### config.mk
export PLATFORM = sky130hd
export DESIGN_NAME = mem_access_ctrl
export DESIGN_NICKNAME = d
export VERILOG_FILES = /design/src/rtl/mem_access_ctrl.sv
export SDC_FILE = /design/constraint.sdc
export NUM_CORES = 1
export LEC_CHECK = 0
export BUFFER_PORTS_ARGS = -buffer_cell sky130_fd_sc_hd__buf_2
export CELL_PAD_IN_SITES_DETAIL_PLACEMENT = 1
export CELL_PAD_IN_SITES_GLOBAL_PLACEMENT = 2
export CORE_MARGIN = 5
export CORE_UTILIZATION = 30
export CTS_BUF_LIST = sky130_fd_sc_hd__clkbuf_2 sky130_fd_sc_hd__clkbuf_4 sky130_fd_sc_hd__clkbuf_8
export CTS_CLUSTER_SIZE = 8
export DETAILED_ROUTE_END_ITERATION = 8
export PLACE_DENSITY_LB_ADDON = 0.25
export SLEW_MARGIN = 20
export SYNTH_ARGS = -nofsm -noshare
export SYNTH_HDL_FRONTEND = slang
export SYNTH_SLANG_ARGS = --single-unit
### constraint.sdc
create_clock -name CLK -period 2.05 [get_ports CLK]
set_clock_uncertainty 0.2 [all_clocks]
set_input_delay 0.205 -clock CLK [delete_from_list [all_inputs] [get_ports CLK]]
set_output_delay 0.205 -clock CLK [all_outputs]
set_load 0.005 [all_outputs]
### src/rtl/mem_access_ctrl.sv
// Memory access sequencer: MOV/MOC handshake in front of a word-organised synchronous RAM,
// with byte/halfword/word big-endian lanes, programmable wait states and load formatting.
module mem_access_ctrl #(
    parameter int WORD_AW     = 8,
    parameter int WAIT_CYCLES = 2
) (
    input  logic               CLK,
    input  logic               RST_N,
    input  logic               MOV,
    input  logic               RW,
    input  logic [1:0]         SIZE,
    input  logic               SIGNED,
    input  logic [31:0]        ADDR,
    input  logic [31:0]        WDATA,
    output logic [31:0]        RDATA,
    output logic               MOC,
    output logic               ERR,
    output logic               BUSY,
    output logic               MEM_EN,
    output logic [3:0]         MEM_WE,
    output logic [WORD_AW-1:0] MEM_ADDR,
    output logic [31:0]        MEM_WDATA,
    input  logic [31:0]        MEM_RDATA
);

    typedef enum logic [2:0] {
        S_IDLE,
        S_WAIT,
        S_ACCESS,
        S_CAPTURE,
        S_DONE
    } state_t;

    localparam logic [3:0] WAIT_LOAD = 4'(WAIT_CYCLES > 0 ? WAIT_CYCLES - 1 : 0);

    state_t             state, state_nxt;
    logic               rw_q;
    logic [1:0]         size_q;
    logic               signed_q;
    logic [WORD_AW+1:0] addr_q;
    logic [31:0]        wdata_q;
    logic               err_q;
    logic [3:0]         cnt_q;
    logic               misaligned;
    logic [1:0]         off;
    logic [3:0]         store_we;
    logic [7:0]         lane_b;
    logic [15:0]        lane_h;
    logic [31:0]        load_fmt;
    logic               unused_addr;

    // Address bits above the RAM are dropped, so accesses wrap modulo the RAM size.
    assign unused_addr = ^ADDR[31:WORD_AW+2];
    assign off         = addr_q[1:0];
    assign MEM_ADDR    = addr_q[WORD_AW+1:2];

    always_comb begin
        misaligned = (SIZE == 2'b11) || ((SIZE == 2'b01) && ADDR[0]) ||
                     ((SIZE == 2'b10) && (ADDR[1:0] != 2'b00));
    end

    always_comb begin
        store_we  = 4'b1111;
        MEM_WDATA = wdata_q;
        case (size_q)
            2'b00: begin
                store_we  = 4'b1000 >> off;
                MEM_WDATA = {4{wdata_q[7:0]}};
            end
            2'b01: begin
                store_we  = off[1] ? 4'b0011 : 4'b1100;
                MEM_WDATA = {2{wdata_q[15:0]}};
            end
            default: ;
        endcase
    end

    always_comb begin
        lane_b = MEM_RDATA[31:24];
        case (off)
            2'd1:    lane_b = MEM_RDATA[23:16];
            2'd2:    lane_b = MEM_RDATA[15:8];
            2'd3:    lane_b = MEM_RDATA[7:0];
            default: ;
        endcase
        lane_h = off[1] ? MEM_RDATA[15:0] : MEM_RDATA[31:16];
        case (size_q)
            2'b00:   load_fmt = {{24{signed_q & lane_b[7]}}, lane_b};
            2'b01:   load_fmt = {{16{signed_q & lane_h[15]}}, lane_h};
            default: load_fmt = MEM_RDATA;
        endcase
    end

    always_ff @(posedge CLK or negedge RST_N) begin
        if (!RST_N) begin
            state    <= S_IDLE;
            rw_q     <= 1'b0;
            size_q   <= 2'b00;
            signed_q <= 1'b0;
            addr_q   <= '0;
            wdata_q  <= '0;
            err_q    <= 1'b0;
            cnt_q    <= 4'd0;
            RDATA    <= '0;
        end else begin
            state <= state_nxt;
            if ((state == S_IDLE) && MOV) begin
                rw_q     <= RW;
                size_q   <= SIZE;
                signed_q <= SIGNED;
                addr_q   <= ADDR[WORD_AW+1:0];
                wdata_q  <= WDATA;
                err_q    <= misaligned;
                cnt_q    <= WAIT_LOAD;
            end
            if ((state == S_WAIT) && (cnt_q != 4'd0)) begin
                cnt_q <= cnt_q - 4'd1;
            end
            if (state == S_CAPTURE) begin
                RDATA <= load_fmt;
            end
        end
    end

    always_comb begin
        state_nxt = state;
        MOC       = 1'b0;
        ERR       = 1'b0;
        BUSY      = 1'b1;
        MEM_EN    = 1'b0;
        MEM_WE    = 4'b0000;
        case (state)
            S_IDLE: begin
                BUSY = 1'b0;
                if (MOV) begin
                    if (misaligned)           state_nxt = S_DONE;
                    else if (WAIT_CYCLES > 0) state_nxt = S_WAIT;
                    else                      state_nxt = S_ACCESS;
                end
            end
            S_WAIT: begin
                if (cnt_q == 4'd0) state_nxt = S_ACCESS;
            end
            S_ACCESS: begin
                MEM_EN    = 1'b1;
                MEM_WE    = rw_q ? 4'b0000 : store_we;
                state_nxt = rw_q ? S_CAPTURE : S_DONE;
            end
            S_CAPTURE: state_nxt = S_DONE;
            S_DONE: begin
                MOC = 1'b1;
                ERR = err_q;
                if (!MOV) state_nxt = S_IDLE;
            end
            default: state_nxt = S_IDLE;
        endcase
    end

endmodule

==> flow_summary.json, run 1 <==
{
  "placed_cells": 730,
  "met2_length_um": 7190,
  "ys_seq_area_share_pct": 47.7,
  "rsz0062_at_grt": "yes",
  "start_kind": "flop",
  "track_usage_pct": 17.4,
  "wl_met1_um": 6210,
  "drt_first_pass_iters": 4,
  "power.density_nw_per_um2": 1420,
  "cts_max_level": 3,
  "power_frac_seq_pct": 34.5,
  "tritoncts": "yes",
  "die_h_um": 133,
  "setup_viol": 0,
  "fp.dieArea_um2": 17600,
  "area_growth_pct": 44.2,
  "yosysMostFrequentCell": "dfrtp_1",
  "worst_slack_ns": 0.0349,
  "core_area_um2": 14600,
  "layout.nets": 742,
  "synthTopCellsByArea": "dfrtp_1 48%, mux2_2 17%, a221oi_1 4.3%",
  "synth_area_per_cell_um2": 10.9,
  "power.total_mw": 9.24,
  "clkPwrFrac_pct": 12.4,
  "place.gp.congestion": 0.821,
  "antenna_left": 0,
  "clock-sinks": 86,
  "fin_crit_sh_pct": 98.3,
  "status": "finished clean",
  "switching_share_pct": 39.0,
  "initial_core_util_pct": 30.8,
  "synth_top_area_cell": "dfrtp_1",
  "hold_class": "in -> async",
  "hold_viol": 0,
  "vdd_drop_max_mv": 0.593,
  "drv_cap": 0,
  "grt_pass1_vias": 4527,
  "die_x_um": 133,
  "layout.cells.non_filler": 827,
  "clkTransAtPathRegs_ns": 0.08,
  "critPathArrivalTime_ns": 1.61,
  "wl_per_cell_um": 18.2,
  "end_kind": "primary output",
  "post-route-util_pct": 44.5,
  "cts_root_buf": "clkbuf_8",
  "synth_cells": 414,
  "syn-num-nets": 518,
  "io_pins": 183,
  "n_antenna_cell": 0,
  "slew_headroom_pct": 75.3,
  "wl_um": 15000,
  "synth_common_cells": "86 x dfrtp_1, 67 x mux2_2, 37 x nand2_1",
  "synthesis.area_um2": 4520,
  "ys_seq_elements": 86,
  "rows": 44,
  "place.port_buffers": 160,
  "crit_type": "reg -> out",
  "drc": 0,
  "drtIter0Drc": 174,
  "insertion_delay_ns": 0.37,
  "p_leak_nw": 2.97,
  "dp_slack_ns": 0.145,
  "synth-main-ff-cell": "dfrtp_1",
  "top_layer": "met4",
  "switchingPower_mw": 3.60,
  "grt_max_degree": 51,
  "wl_met3_um": 1290,
  "hpwl_um": 10600,
  "antenna_found_initial": 0,
  "yosys.area.top_type_share_pct": 47.7,
  "synth.distinct_cells": 41,
  "dr_total_vias": 4079,
  "grt.overflow.total": 0,
  "finalSetupTns_ns": 0,
  "drt-vias-per-instance": 4.93,
  "drive_gt1_share_pct": 44.6,
  "synth_async_sr_flop_share_pct": 100,
  "tightest_slew_ns": 0.370,
  "slew_viol_final": 0,
  "fin_crit_ns": 2.02,
  "critPathMaxFanout": 8,
  "grt_pass1_wl_um": 24600,
  "cts_buffer_depth": 2,
  "timing.fmax_ghz": 0.496,
  "worstPathRequired_ns": 1.64,
  "internal_power_mw": 5.64,
  "synth_edf_count": 0,
  "p_comb_share_pct": 53.1,
  "yosys_warnings": 0,
  "cts_buffers": 9
}
[sequential cells by signal (all words and copies together), names as in the netlist]
signal,count
state,3
err_q,1
rw_q,1
RDATA,32
size_q,2
cnt_q,4
signed_q,1
wdata_q,32
addr_q,10
[cell type report]
| type | instances | area [um^2] |
|---|---|---|
| Sequential cell | 86 | 2150 |
| Multi-Input combinational cell | 275 | 2080 |
| Clock buffer | 10 | 138 |
| Fill cell | 1621 | 8130 |
| Inverter | 5 | 18.8 |
| Timing Repair Buffer | 261 | 1850 |
| Tap cell | 184 | 230 |
| Clock inverter | 6 | 45.0 |
[power by group through the flow]
stage          sequential (mW)  clock [mW]  combinational (mW)
2_1_floorplan             3.01           0                3.15
3_3_place_gp              3.19           0                4.51
3_5_place_dp              3.25           0                4.60
4_1_cts                   3.20        1.21                4.91
5_1_grt                   3.32        1.26                5.46
6_report                  3.19        1.14                4.91
[placed cells by master (no fill, tap or decap), drive strengths merged, types with 2 or more instances in the layout]
master,netlist,layout
a21oi,30,30
nor3b,2,2
mux2i,12,12
and2,2,2
mux2,69,69
dfrtp,86,86
a22o,4,4
inv,5,7
nor2b,3,3
nand3b,2,2
nor3,7,7
dlygate4sd3,0,76
a221oi,23,23
nor2,35,35
buf,38,185
nand2,37,37
a21o,2,2
o21ai,21,21
clkbuf,10,10
nand2b,5,5
clkinvlp,0,3
a222oi,8,8
o31ai,2,2
[cell families after synthesis]
group	Yosys count	share of synthesized area, %
simple gates	97	10.1
compound gates	96	14.8
flops	86	47.7
mux	81	19.9
buf+inv	53	7.29
fa+ha+maj	1	0.277
[stage by stage]
| step | cell area (um^2) | hold slack (ns) |
|---|---|---|
| 2_1_floorplan | 4520 | -0.291 |
| 3_3_place_gp | 5450 | -0.141 |
| 3_5_place_dp | 5450 | -0.144 |
| 4_1_cts | 6470 | 0.00476 |
| 5_1_grt | 6510 | 0.00945 |
| 6_report | 6510 | 0.0220 |
[worst paths after layout]
| check | depth (start not counted) | from | to | slack [ns] |
|---|---|---|---|---|
| worst max-delay path | 4 | size_q[1] | MEM_WDATA[8] | 0.03 |
| worst min-delay path | 2 | RST_N | RDATA[10] | 0.02 |
| worst max register to register | 5 | state[2] | wdata_q[19] | 0.07 |
| worst min register to register | 2 | RDATA[3] | RDATA[3] | 0.29 |
| max in group asynchronous | 3 | RST_N | RDATA[21] | 1.03 |
| min in group CLK | 3 | MEM_RDATA[14] | RDATA[14] | 0.03 |
[metal layers]
layer / up-vias / track usage [%]
li1: 1931 / -
met1: 1973 / 20.9
met3: 25 / 6.57
met4: 0 / 5.66
met2: 150 / 28.8
met5: - / 0
[timing repair]
item	CTS	global route
pin swaps	1	1
gates resized for setup	13	7
endpoints found under the hold margin	161	0
setup buffers	4	1
cloned	0	0
hold buffers	76	0
setup endpoints to repair	25	22
[critical path: stages, from the launching register on]
cell and delay (ns):
dfrtp_2 0.47, nor2_4 0.15, buf_8 0.15, mux2_2 0.34, buf_2 0.14
No activity file was read; power rests on OpenSTA's default activity.
==> inputs of run 2 (changes only) <==
Settings changed: BUFFER_PORTS_ARGS -buffer_cell sky130_fd_sc_hd__buf_2 to not set, CORE_UTILIZATION 30 to 40, DONT_BUFFER_PORTS set to 1, HOLD_SLACK_MARGIN set to 0.15.
==> flow_summary.json, run 2 (synthesis gave the netlist of run 1 again) <==
{
  "status": "finished with violations",
  "violations": "negative hold slack",
  "hold_buffers": 79,
  "grt.overflow.total": 0,
  "setup_viol": 0,
  "place_area_um2": 4570,
  "crit_type": "reg -> out",
  "dr_total_vias": 3503,
  "io_pins": 183,
  "core_area_um2": 10900,
  "switching_share_pct": 39.1,
  "end_kind": "primary output",
  "p_leak_nw": 2.34,
  "cts_root_buf": "clkbuf_8",
  "drc": 0,
  "die_x_um": 116,
  "power.total_mw": 8.55,
  "clkTransAtPathRegs_ns": 0.09,
  "vdd_drop_max_mv": 0.824,
  "hpwl_um": 9160,
  "cts_buffers": 9,
  "grt_pass1_vias": 3857,
  "post-route-util_pct": 51.6,
  "antenna_left": 0,
  "fin_crit_sh_pct": 96.2,
  "rows": 38,
  "track_usage_pct": 21.3,
  "fin_crit_ns": 1.97,
  "place.port_buffers": 0,
  "top_regs": "RDATA x32, wdata_q x32, addr_q x10",
  "final_area_um2": 5650,
  "initial_core_util_pct": 41.3,
  "grt_pass1_wl_um": 21900,
  "hold_class": "in -> async",
  "internal_power_mw": 5.21,
  "power_frac_seq_pct": 39.3,
  "drtIter0Drc": 173,
  "wl_per_cell_um": 22.6,
  "critPathMaxFanout": 8,
  "p_comb_share_pct": 43.8,
  "insertion_delay_ns": 0.38,
  "drt_first_pass_iters": 6,
  "fp.dieArea_um2": 13500,
  "worstPathRequired_ns": 1.64,
  "final_common_cell": "dfrtp_1",
  "rsz0062_at_grt": "no",
  "die_h_um": 116,
  "layout.nets": 579,
  "drv_cap": 0,
  "critPathArrivalTime_ns": 1.57,
  "most-common-layout-cells": "82 x dfrtp_1, 79 x dlygate4sd3_1, 67 x mux2_2",
  "cts_max_level": 3,
  "place.gp.congestion": 0.858,
  "cts_buffer_depth": 2,
  "grt_max_degree": 87,
  "timing.fmax_ghz": 0.507,
  "wl_um": 14000,
  "tightest_slew_ns": 0.574,
  "finalSetupTns_ns": 0,
  "layout.cells.non_filler": 622,
  "antenna_found_initial": 0,
  "hold_viol": 86,
  "power.density_nw_per_um2": 1510,
  "placed_cells": 524,
  "start_kind": "flop",
  "clock-sinks": 86,
  "tritoncts": "yes",
  "slew_viol_final": 0,
  "clkPwrFrac_pct": 16.9,
  "slew_headroom_pct": 61.5,
  "fin_hold_ws_ns": -0.684,
  "drt-vias-per-instance": 5.63,
  "drive_gt1_share_pct": 25.2,
  "switchingPower_mw": 3.34,
  "area_growth_pct": 25.0
}
run 2: worst paths after layout:
kind,from,end,slack [ns],depth (start not counted)
setup reg to reg,state[2],wdata_q[4],0.13,4
max in group asynchronous,RST_N,addr_q[1],2.17,0
setup / recovery,size_q[0],MEM_WDATA[15],0.08,3
min in group CLK,MEM_RDATA[23],RDATA[7],0.21,4
hold reg to reg,cnt_q[3],cnt_q[3],0.30,1
hold / removal,RST_N,RDATA[14],-0.68,0
run 2: through the flow:
step,hold WS [ns],setup WS [ns]
floorplan,-0.291,0.179
global placement,-0.286,0.0751
detailed placement,-0.285,0.0586
CTS,-0.704,0.000778
global route,-0.719,0.00666
finish,-0.684,0.0779
run 2: power groups by stage:
stage | Clock (mW) | Combinational [mW] | Sequential [mW]
after floorplan | 0 | 3.15 | 3.01
after global placement | 0 | 3.38 | 3.36
after detailed placement | 0 | 3.48 | 3.39
after CTS | 1.47 | 3.69 | 3.37
after global routing | 1.55 | 4.13 | 3.48
final | 1.45 | 3.74 | 3.36
run 2: what timing repair did:
action / 4_1_cts / 5_1_grt
setup buffers: 0 / 1
hold endpoints to repair: 167 / 86
endpoints found under the setup margin: 5 / 22
pin swaps: 1 / 0
resized for setup: 8 / 5
run 2: worst max-delay path, stage by stage, from the launching register on:
cell and delay, ns:
dfrtp_2 0.47, nor2_4 0.13, buf_4 0.20, mux2_2 0.38
run 2: per-layer routing:
metal  vias to the layer above  routed length [um]  GRT usage, %
li1                       1614                   -             -
met1                      1729                5710          26.2
met2                       141                6950          34.9
met3                        19                1160          6.84
met4                         0                 219          8.35
met5                         -                   0             0
run 2: final cells by class:
type	count	area, um^2
repair buffers	98	991
diodes	2	5.00
multi-input cells	275	2060
clock inverters	3	65.1
flip-flops and latches	86	2160
fillers	1159	5290
well taps	140	175
inverters	5	18.8
clock buffers	13	173
